## src/rtl/pipeline_pkg.sv

```systemverilog
`default_nettype none
// ============================================================================
// Module   : pipeline_pkg
// Purpose  : Shared constants and the multiply-controller state encoding.
// Revision : 1.0
// ============================================================================
package pipeline_pkg;

  localparam int WIDTH_DEFAULT = 32;
  localparam int MULT_ITERS    = WIDTH_DEFAULT;

  typedef enum logic [1:0] {
    MULT_IDLE = 2'd0,
    MULT_RUN  = 2'd1,
    MULT_SIGN = 2'd2
  } mult_state_e;

endpackage : pipeline_pkg
`default_nettype wire

```

## src/rtl/mult_shift_add.sv

```systemverilog
`default_nettype none
// ============================================================================
// Module   : mult_shift_add
// Purpose  : Magnitude shift-add multiply datapath with final sign correction.
// Revision : 1.0
// ============================================================================
module mult_shift_add
  import pipeline_pkg::*;
#(
  parameter int WIDTH = WIDTH_DEFAULT
) (
  input  logic                 clk,
  input  logic                 reset,
  input  logic                 load_i,
  input  logic                 step_i,
  input  logic                 finalize_i,
  input  logic                 sign_i,
  input  logic [WIDTH-1:0]     a_i,
  input  logic [WIDTH-1:0]     b_i,
  output logic [2*WIDTH-1:0]   product_o
);

  logic [2*WIDTH-1:0] mcand_q, mcand_d;
  logic [WIDTH-1:0]   mplier_q, mplier_d;
  logic [2*WIDTH-1:0] acc_q, acc_d;
  logic               neg_q, neg_d;

  logic [WIDTH-1:0]   w_mag_a;
  logic [WIDTH-1:0]   w_mag_b;
  logic [2*WIDTH-1:0] w_addend;

  // The magnitude of the most negative value is exactly 2^(WIDTH-1), which
  // still fits in WIDTH unsigned bits.
  assign w_mag_a  = (sign_i && a_i[WIDTH-1]) ? (~a_i + WIDTH'(1)) : a_i;
  assign w_mag_b  = (sign_i && b_i[WIDTH-1]) ? (~b_i + WIDTH'(1)) : b_i;
  assign w_addend = mplier_q[0] ? mcand_q : '0;

  assign product_o = neg_q ? (~acc_q + (2*WIDTH)'(1)) : acc_q;

  always_comb begin
    mcand_d  = mcand_q;
    mplier_d = mplier_q;
    acc_d    = acc_q;
    neg_d    = neg_q;
    if (load_i) begin
      mcand_d  = {{WIDTH{1'b0}}, w_mag_a};
      mplier_d = w_mag_b;
      acc_d    = '0;
      neg_d    = sign_i & (a_i[WIDTH-1] ^ b_i[WIDTH-1]);
    end else if (step_i) begin
      acc_d    = acc_q + w_addend;
      mcand_d  = {mcand_q[2*WIDTH-2:0], 1'b0};
      mplier_d = {1'b0, mplier_q[WIDTH-1:1]};
    end else if (finalize_i) begin
      acc_d = product_o;
      neg_d = 1'b0;
    end
  end

  always_ff @(posedge clk or posedge reset) begin
    if (reset) begin
      mcand_q  <= '0;
      mplier_q <= '0;
      acc_q    <= '0;
      neg_q    <= 1'b0;
    end else begin
      mcand_q  <= mcand_d;
      mplier_q <= mplier_d;
      acc_q    <= acc_d;
      neg_q    <= neg_d;
    end
  end

endmodule : mult_shift_add
`default_nettype wire

```

## src/rtl/mult_ctrl.sv

```systemverilog
`default_nettype none
// ============================================================================
// Module   : mult_ctrl
// Purpose  : Iterative multiply sequencer owning HI/LO, done and pipeline stall.
// Revision : 1.0
// ============================================================================
module mult_ctrl
  import pipeline_pkg::*;
#(
  parameter int WIDTH = WIDTH_DEFAULT
) (
  input  logic             clk,
  input  logic             reset,
  input  logic             start_mult,
  input  logic             mult_sign,
  input  logic [WIDTH-1:0] srca_e,
  input  logic [WIDTH-1:0] srcb_e,
  input  logic             mf_req,
  output logic [WIDTH-1:0] hi,
  output logic [WIDTH-1:0] lo,
  output logic             busy,
  output logic             done,
  output logic             stall_mult
);

  localparam int CNT_W = $clog2(WIDTH) + 1;

  mult_state_e        state_q, state_d;
  logic [CNT_W-1:0]   cnt_q, cnt_d;
  logic [WIDTH-1:0]   hi_q, lo_q;
  logic               done_q;

  logic               w_load;
  logic               w_step;
  logic               w_finalize;
  logic [2*WIDTH-1:0] w_product;

  mult_shift_add #(
    .WIDTH (WIDTH)
  ) u_datapath (
    .clk        (clk),
    .reset      (reset),
    .load_i     (w_load),
    .step_i     (w_step),
    .finalize_i (w_finalize),
    .sign_i     (mult_sign),
    .a_i        (srca_e),
    .b_i        (srcb_e),
    .product_o  (w_product)
  );

  always_comb begin
    state_d    = state_q;
    cnt_d      = cnt_q;
    w_load     = 1'b0;
    w_step     = 1'b0;
    w_finalize = 1'b0;
    case (state_q)
      MULT_IDLE: begin
        if (start_mult) begin
          w_load  = 1'b1;
          cnt_d   = '0;
          state_d = MULT_RUN;
        end
      end
      MULT_RUN: begin
        w_step = 1'b1;
        cnt_d  = cnt_q + CNT_W'(1);
        if (cnt_q == CNT_W'(WIDTH - 1)) begin
          state_d = MULT_SIGN;
        end
      end
      MULT_SIGN: begin
        w_finalize = 1'b1;
        state_d    = MULT_IDLE;
      end
      default: begin
        state_d = MULT_IDLE;
      end
    endcase
  end

  // HI/LO move only on the SIGN -> IDLE edge; done marks that edge.
  always_ff @(posedge clk or posedge reset) begin
    if (reset) begin
      state_q <= MULT_IDLE;
      cnt_q   <= '0;
      hi_q    <= '0;
      lo_q    <= '0;
      done_q  <= 1'b0;
    end else begin
      state_q <= state_d;
      cnt_q   <= cnt_d;
      done_q  <= w_finalize;
      if (w_finalize) begin
        hi_q <= w_product[2*WIDTH-1:WIDTH];
        lo_q <= w_product[WIDTH-1:0];
      end
    end
  end

  assign hi         = hi_q;
  assign lo         = lo_q;
  assign done       = done_q;
  assign busy       = (state_q != MULT_IDLE);
  assign stall_mult = busy & (mf_req | start_mult);

endmodule : mult_ctrl
`default_nettype wire

```

## config.mk

```make
export PLATFORM = sky130hd
export DESIGN_NAME = mult_ctrl
export DESIGN_NICKNAME = d
export VERILOG_FILES = /design/src/rtl/pipeline_pkg.sv /design/src/rtl/mult_shift_add.sv /design/src/rtl/mult_ctrl.sv
export SDC_FILE = /design/constraint.sdc
export NUM_CORES = 1
export LEC_CHECK = 0
export CELL_PAD_IN_SITES_DETAIL_PLACEMENT = 0
export CELL_PAD_IN_SITES_GLOBAL_PLACEMENT = 1
export CORE_MARGIN = 2
export CORE_UTILIZATION = 45
export DETAILED_ROUTE_END_ITERATION = 10
export GPL_ROUTABILITY_DRIVEN = 0
export PLACE_DENSITY = 0.83
export SYNTH_ARGS = -nofsm -noshare
export SYNTH_HDL_FRONTEND = slang
export SYNTH_SLANG_ARGS = --single-unit
```

## constraint.sdc

```tcl
create_clock -name clk -period 9.3 [get_ports clk]
set_input_delay 1.395 -clock clk [delete_from_list [all_inputs] [get_ports clk]]
set_output_delay 1.395 -clock clk [all_outputs]
set_load 0.1 [all_outputs]
```

[Yosys cells after proc, flatten, opt, wreduce, memory -nomap -nowiden]
Cells that the tools add are included.
Word-level totals
  register bits after elaboration: 234
  output and inout bits: 67
Cells by class
  add/sub/neg operators: 5
  equality and inequality tests: 6
  multiplexer cells: 23
  bitwise gates (word level): 7
  reductions and logical operators: 11
Operators with widths (number)
  $mux 64: 7
  $mux 32: 4
  $add 32x1->32 const B: 2
  $add 64x1->64 const B: 1
  $add 64x64->64: 1
  $not 32->32: 2
  $not 64->64: 1
  $pmux 6 s2: 1
  $reduce_bool 2->1: 4
  $mux 1: 7
  $add 6x1->6 const B: 1
  $eq 6x5->1 const B: 1
  $mux 6: 1
  $reduce_and 2->1: 3
  $mux 2: 2
  $ne 2x2->1 const B: 2
  $pmux 2 s2: 1
  $reduce_bool 3->1: 1
  $and 1x1->1: 2
  $eq 2x1->1 const B: 1
  $eq 2x2->1 const B: 1
  $logic_and 1x1->1: 2
  $logic_not 2->1: 1
  $ne 2x1->1 const B: 1
  2 further kinds: 2

[Logic depth before layout (Yosys ltp)]
Gate-level depths: netlist of the first run.
  depth after elaboration: 6
  depth in mapped cells: 16
  depth with buffers taken out: 14

[Modules after synthesis]
A second synthesis of the first run with hierarchy kept.
Second synthesis, totals
  cell total of the unflattened synthesis: 1942
  area, all modules: 17154.0 µm²
Modules (own cells, without submodules)
  mult_shift_add: times used 1, cells each 1766, area each 14330.0 µm², seq. area each 4028.9 µm²
  mult_ctrl: times used 1, cells each 176, area each 2824.0 µm², seq. area each 1826.8 µm²

[Worst setup path after synthesis of the first run]
OpenSTA, ideal clock, no wires.
  path kind: input port to output port
  from: input port start_mult
  to: output port stall_mult
  arrival time: 2.960 ns
  path slack: 4.945 ns
  cell stages on the path: 3
  cell sequence: clkbuf_1 -> nor2_1 -> nor2_1
On the way
  word-level cells in the longest chain between the ends: 2
RTL lines
  start: declaration: line mult_ctrl.sv:14  | input logic start_mult,
  $or 1x1->1: line mult_ctrl.sv:106  | assign stall_mult = busy & (mf_req | start_mult);
  $and 1x1->1: line mult_ctrl.sv:106
  end: declaration: line mult_ctrl.sv:23  | output logic stall_mult
No other way between the ends.

[Final worst setup path of the first run]
Same ends and word-level chain as after synthesis.

==> metrics.yaml, run 1 <==
status: "finished, final reports clean"
numCtsBuffers: 26
worstPathCellList: "clkdlybuf4s50_1, nor2_1, nor2_1, clkdlybuf4s50_1"
synth_area_um2: 17000
drv_cap: 0
hold_viol_final: 0
clock_path_buffers: 3
power_density_nw_per_um2: 378
grt_antenna_before_repair: 0
mostFrequentLayoutCells: "dfrtp_1, o21ai_0, nor2_1"
synth.distinct_cells: 70
dr.pass1.iters: 6
core_um2: 37400
finalCritPeriodShare: 0.517
die_h_um: 198
diodes: 0
postRouteAntennaNets: 0
syn_inst: 2055
clk_latency_ns: 0.55
worstMarginPinSlew_ns: 1.10
ctsHoldBuffers: 0
crit_slowest_cell: "clkdlybuf4s50_1"
synth_area_leaders: "dfrtp_1, o21ai_0, mux2i_1, a21oi_1, ha_1"
wl_per_cell_um: 17.4
grt_use_total: 0.233
die_w_um: 198
tns_ns: 0
path_clk_slew_ns: 0.06
port_buffers: 135
path_class: "input port to primary output"
fmax_mhz: 208
grt_pass1_vias: 13400
synth_ff_type: "dfrtp_1"
start_kind: "input port"
cts.sinks: 234
vias: 15000
fin_nets: 2243
setup_viol: 0
start_util: 0.454
wl_um: 45800
synth-seq-cells: 234
post_cts_resize_count: 0
vias_per_cell: 5.68
drive_gt1_frac: 0.0420
max_slew_margin: 0.261
grt-ovfl-total: 0
synth_edf_count: 0
rsz0062_at_grt: "no"
yosys_warnings: 0
cts-root-buf: "clkbuf_16"
layout_commonest_cell: "dfrtp_1"
htreeDepth: 1
vdd_drop_max_uv: 209
max_stage_delay_ns: 1.14
hold_path.class: "flip-flop to flip-flop"
dieArea_um2: 39300
num_io_pins: 136
grt_max_degree: 97
yosysSeqAreaShare: 0.345
drv_slew: 0
async_flop_share: 1.00
fin_util: 0.521
skew_ns: 0.0131
cellLeakagePower_nw: 8.21
syn_to_final_growth_pct: 14.9
drc: 0
postCtsSetupBuffers: 0
synth_fp_nets: 2196
cp_max_fo: 9
cp.arrival_ns: 3.41
dp_hpwl_um: 33800
cp.required_ns: 7.91
drtIter0Drc: 1560
rows: 71
endpoint_kind: "primary output"
synth_top_area_share: 0.345
cts_tree: "done"
grt_pass1_wl_um: 73200
period_needed_ns: 4.81
syn_area_per_cell_um2: 8.26
yosysTopAreaCell: "dfrtp_1"
state kept, by name (all words and copies together) (netlist names):
register / count
u_datapath.acc_q: 64
u_datapath.mplier_q: 32
hi: 32
state_q: 2
lo: 32
u_datapath.mcand_q: 64
cnt_q: 6
done: 1
u_datapath.neg_q: 1
report_power, final:
group | internal [mW] | switching [mW]
Clock | 0.662 | 0.422
Combinational | 1.36 | 3.06
Sequential | 1.43 | 0.426
Total | 3.46 | 3.91
layout make-up:
| cell class | count | area [um^2] |
|---|---|---|
| fill | 3553 | 17900 |
| multi-input combinational | 1646 | 10500 |
| sequential | 234 | 5860 |
| timing repair buffer | 147 | 1440 |
| clock buffer | 34 | 732 |
| tap | 511 | 639 |
| inverter | 47 | 184 |
| clock inverter | 12 | 164 |
synthesized netlist by cell type (13+ instances only):
library cell / number
or3_1: 23
a21o_1: 20
mux2i_1: 97
and2_1: 72
nand3_1: 23
nor4_1: 17
ha_1: 71
xnor2_1: 86
xor2_1: 96
a22oi_1: 25
o31ai_1: 24
dfrtp_1: 234
inv_1: 47
clkbuf_1: 113
nand2b_1: 13
nand2_1: 206
nand4_1: 29
nor2b_1: 13
nor2_1: 213
a31oi_1: 14
o21a_1: 18
a21oi_1: 186
buf_1: 14
nor3_1: 32
o21ai_0: 221
stage by stage:
step	hold slack [ns]	setup WS [ns]	instances	area [um^2]	power (mW)
floorplan	0.478	1.49	2055	17000	5.15
global placement	0.489	4.52	2585	18600	6.17
detailed placement	0.508	4.50	2585	18600	6.25
CTS	0.521	4.49	2631	19500	7.37
global route	0.539	4.38	2631	19500	7.86
finish	0.511	4.49	2631	19500	7.36
path summary, 6_finish.rpt:
check | depth (start not counted) | slack, ns | from | endpoint
worst min register to register | 1 | 0.51 | lo[0]$_DFFE_PP0P_ | lo[0]$_DFFE_PP0P_
max in group asynchronous | 3 | 6.48 | reset | u_datapath.neg_q$_DFFE_PP0P_
worst min-delay path | 1 | 0.51 | lo[0]$_DFFE_PP0P_ | lo[0]$_DFFE_PP0P_
worst max-delay path | 4 | 4.49 | start_mult | stall_mult
worst max register to register | 13 | 5.01 | u_datapath.mplier_q[0]$_DFFE_PP0P_ | u_datapath.acc_q[63]$_DFFE_PP0P_
min in group asynchronous | 2 | 1.34 | reset | lo[16]$_DFFE_PP0P_
critical path, delay by kind of cell:
family | cells | cell delay, ns
buffers and inverters | 2 | 1.83
and+or+nand+nor | 2 | 0.18
routing by layer:
layer | part of all wire | GRT usage | routed length [um] | vias up
met5 | 0 | 0 | 0 | -
met4 | 0.014 | 0.0462 | 663 | 0
met3 | 0.092 | 0.0428 | 4200 | 53
met2 | 0.40 | 0.323 | 18100 | 495
met1 | 0.50 | 0.370 | 22800 | 6976
li1 | - | - | - | 7430
logic make-up after synthesis:
| group | synth area share |
|---|---|
| buffers and inverters | 0.0391 |
| multiplexers | 0.0599 |
| AND/OR/NAND/NOR | 0.191 |
| flip-flops | 0.345 |
| AO/OA/AOI/OAI | 0.218 |
| adder cells (fa/ha/maj) | 0.0535 |
| XOR/XNOR | 0.0939 |
Power figures use the tool's default switching activity.
==> run 2, diff against run 1 <==
--- a/config.mk
+++ b/config.mk
@@ -8,10 +8,10 @@
 export CELL_PAD_IN_SITES_DETAIL_PLACEMENT = 0
 export CELL_PAD_IN_SITES_GLOBAL_PLACEMENT = 1
 export CORE_MARGIN = 2
-export CORE_UTILIZATION = 45
+export CORE_UTILIZATION = 41
 export DETAILED_ROUTE_END_ITERATION = 10
 export GPL_ROUTABILITY_DRIVEN = 0
-export PLACE_DENSITY = 0.83
+export PLACE_DENSITY = 0.8
 export SYNTH_ARGS = -nofsm -noshare
 export SYNTH_HDL_FRONTEND = slang
 export SYNTH_SLANG_ARGS = --single-unit
==> constraint.sdc (replaced) <==
create_clock -name clk -period 4.2 [get_ports clk]
set_input_delay 0.63 -clock clk [delete_from_list [all_inputs] [get_ports clk]]
set_output_delay 0.63 -clock clk [all_outputs]
set_load 0.1 [all_outputs]
==> run 2 against run 1 <==
- cell count rose by 1.8%
- first-iteration DRC count fell by 22%
- utilization fell by 3.7 points
- sequential cell count unchanged
- highest routed layer unchanged
- critical path depth increased by 10
- final area rose by 1.4%
- non-clock buffer count up 25
- worst setup slack worse by 4.1 ns
==> metrics.yaml, run 2 (same netlist as run 1, synthesis figures left out) <==
cp.required_ns: 4.61  # -3.30 ns
endpoint_kind: "flip-flop"
dr.pass1.iters: 5  # -1
vias: 14900  # -0.35%
cts_tree: "done"
cts-root-buf: "clkbuf_16"
drc: 0  # unchanged
hold_viol_final: 0  # unchanged
tns_ns: 0  # unchanged
postRouteAntennaNets: 0  # unchanged
fin_util: 0.484  # -0.0371
place_ws_ns: 0.388  # -4.12 ns
postCtsSetupBuffers: 0  # unchanged
grt_pass1_vias: 13800  # +3.4%
path_clk_slew_ns: 0.06  # about the same
grt-ovfl-total: 0  # unchanged
htreeDepth: 1  # unchanged
diodes: 0  # unchanged
dieArea_um2: 43000  # +9.6%
hold_path.class: "flip-flop to flip-flop"
clk_latency_ns: 0.54  # about the same
worstMarginPinSlew_ns: 1.19  # +0.0834 ns
worstPathCellList: "buf_4, and2_1, ha_1, nand4_1, or3_1, nor4_1, o211ai_1, a2111oi_0, buf_4, o211ai_1, nor4_1, nor3_1, a21oi_1, nand3_1"
ctsHoldBuffers: 0  # unchanged
power_density_nw_per_um2: 832  # +120%
largestRegisters: "u_datapath.acc_q (64), u_datapath.mcand_q (64)"
start_kind: "flip-flop"
comb_power_share: 0.601  # about the same
wl_um: 46500  # +1.5%
clock_path_buffers: 3  # unchanged
r2r_cells: 14  # +1
seqPwrFrac: 0.253  # about the same
vdd_drop_max_uv: 442  # +110%
skew_ns: 0.0142  # +0.00114 ns
layout_commonest_cell: "dfrtp_1"
cts.sinks: 234  # unchanged
fmax_mhz: 261
die_h_um: 207  # +4.7%
port_buffers: 135  # unchanged
drv_slew: 0  # unchanged
grt_antenna_before_repair: 0  # unchanged
swShare: 0.529  # -0.00161
finalCritPeriodShare: 0.912
core_um2: 40800  # +9.2%
period_needed_ns: 3.83
vias_per_cell: 5.56  # -2.1%
rows: 74  # +4.2%
crit_slowest_cell: "nor4_1"
syn_to_final_growth_pct: 16.5
worst_slack_ns: 0.371  # -4.12 ns
path_class: "flip-flop to flip-flop"
wl_per_cell_um: 17.4  # -0.31%
die_w_um: 207  # +4.7%
clockPowerShare: 0.146  # about the same
drv_cap: 0  # unchanged
mostFrequentLayoutCells: "dfrtp_1, o21ai_0, nor2_1"
post_cts_resize_count: 0  # unchanged
fin_nets: 2269  # +1.2%
max_slew_margin: 0.205  # -0.0558
dp_hpwl_um: 35400  # +4.8%
status: "finished, final reports clean"
cp_max_fo: 30  # +21
grt_use_total: 0.210  # -0.0226
cp_top_family: "simple AND/OR/NAND/NOR gates"
drtIter0Drc: 1216  # -22%
switchingPower_mw: 8.71  # +120%
cp.arrival_ns: 4.24  # +0.83 ns
grt_max_degree: 128  # +32%
rsz0062_at_grt: "no"
crit_cells: 14  # +10
holdPathStages: 2  # +1
cellLeakagePower_nw: 8.35  # +1.7%
p_int_mw: 7.75  # +120%
drive_gt1_frac: 0.0550  # +0.0130
numCtsBuffers: 27  # +3.8%
setup_viol: 0  # unchanged
grt_pass1_wl_um: 74800  # +2.2%
hold_ws_ns: 0.514  # +0.00354 ns
num_io_pins: 136  # unchanged
cp_num_buf_inv: 2  # unchanged
start_util: 0.416  # -0.0381
max_stage_delay_ns: 0.46  # -0.68 ns
-- run 2: changes by cell type in the layout (fill, tap and decap cells not counted), sizes merged --
cell / before / now
bufinv: 4 / 3
clkbuf: 34 / 35
clkinvlp: 0 / 2
clkinv: 8 / 7
buf: 12 / 38
clkdlybuf4s50: 135 / 134
-- run 2: per-stage QoR --
step                      power, mW  cell area (um^2)  instances
after CTS                      16.5             19800       2678
after global routing           17.6             19800       2678
final                          16.5             19800       2678
after floorplan                11.4             17000       2055
after detailed placement       14.0             18900       2631
after global placement         13.8             18900       2631
-- run 2: power by group through the flow --
stage | clock network (mW) | registers, mW | logic (mW)
after floorplan | 0 | 6.14 | 5.26
after global placement | 0 | 4.15 | 9.69
after detailed placement | 0 | 4.18 | 9.82
after CTS | 2.46 | 4.14 | 9.86
after global routing | 2.56 | 4.29 | 10.7
final | 2.41 | 4.16 | 9.89
-- run 2: final timing paths --
check / end / slack [ns] / from
worst min-delay path: u_datapath.mplier_q[31]$_DFFE_PP0P_ / 0.51 / u_datapath.mplier_q[31]$_DFFE_PP0P_
min in group asynchronous: lo[5]$_DFFE_PP0P_ / 0.59 / reset
max in group asynchronous: u_datapath.neg_q$_DFFE_PP0P_ / 2.80 / reset
worst max register to register: u_datapath.acc_q[63]$_DFFE_PP0P_ / 0.37 / u_datapath.mplier_q[0]$_DFFE_PP0P_
worst min register to register: u_datapath.mplier_q[31]$_DFFE_PP0P_ / 0.51 / u_datapath.mplier_q[31]$_DFFE_PP0P_
worst max-delay path: u_datapath.acc_q[63]$_DFFE_PP0P_ / 0.37 / u_datapath.mplier_q[0]$_DFFE_PP0P_
-- run 2: worst min-delay path, delay by kind of cell, from the launching register on --
| family | cells | cell delay, ns |
|---|---|---|
| AO/OA/AOI/OAI | 1 | 0.06 |
| flip-flops | 1 | 0.35 |
| AND/OR/NAND/NOR | 1 | 0.07 |
-- run 2: final cells by class --
class | count | area [um^2]
Sequential cell | 234 | 5860
Clock inverter | 12 | 149
Timing Repair Buffer | 172 | 1680
Multi-Input combinational cell | 1646 | 10500
Clock buffer | 35 | 766
Inverter | 47 | 180
Tap cell | 532 | 666
Fill cell | 3966 | 21100
-- run 2: metal layers --
| metal | vias up | routed length (um) | track usage |
|---|---|---|---|
| met2 | 452 | 18600 | 0.302 |
| li1 | 7478 | - | - |
| met1 | 6921 | 23600 | 0.329 |
| met4 | 0 | 915 | 0.0478 |
| met5 | - | 0 | 0 |
| met3 | 51 | 3340 | 0.0301 |
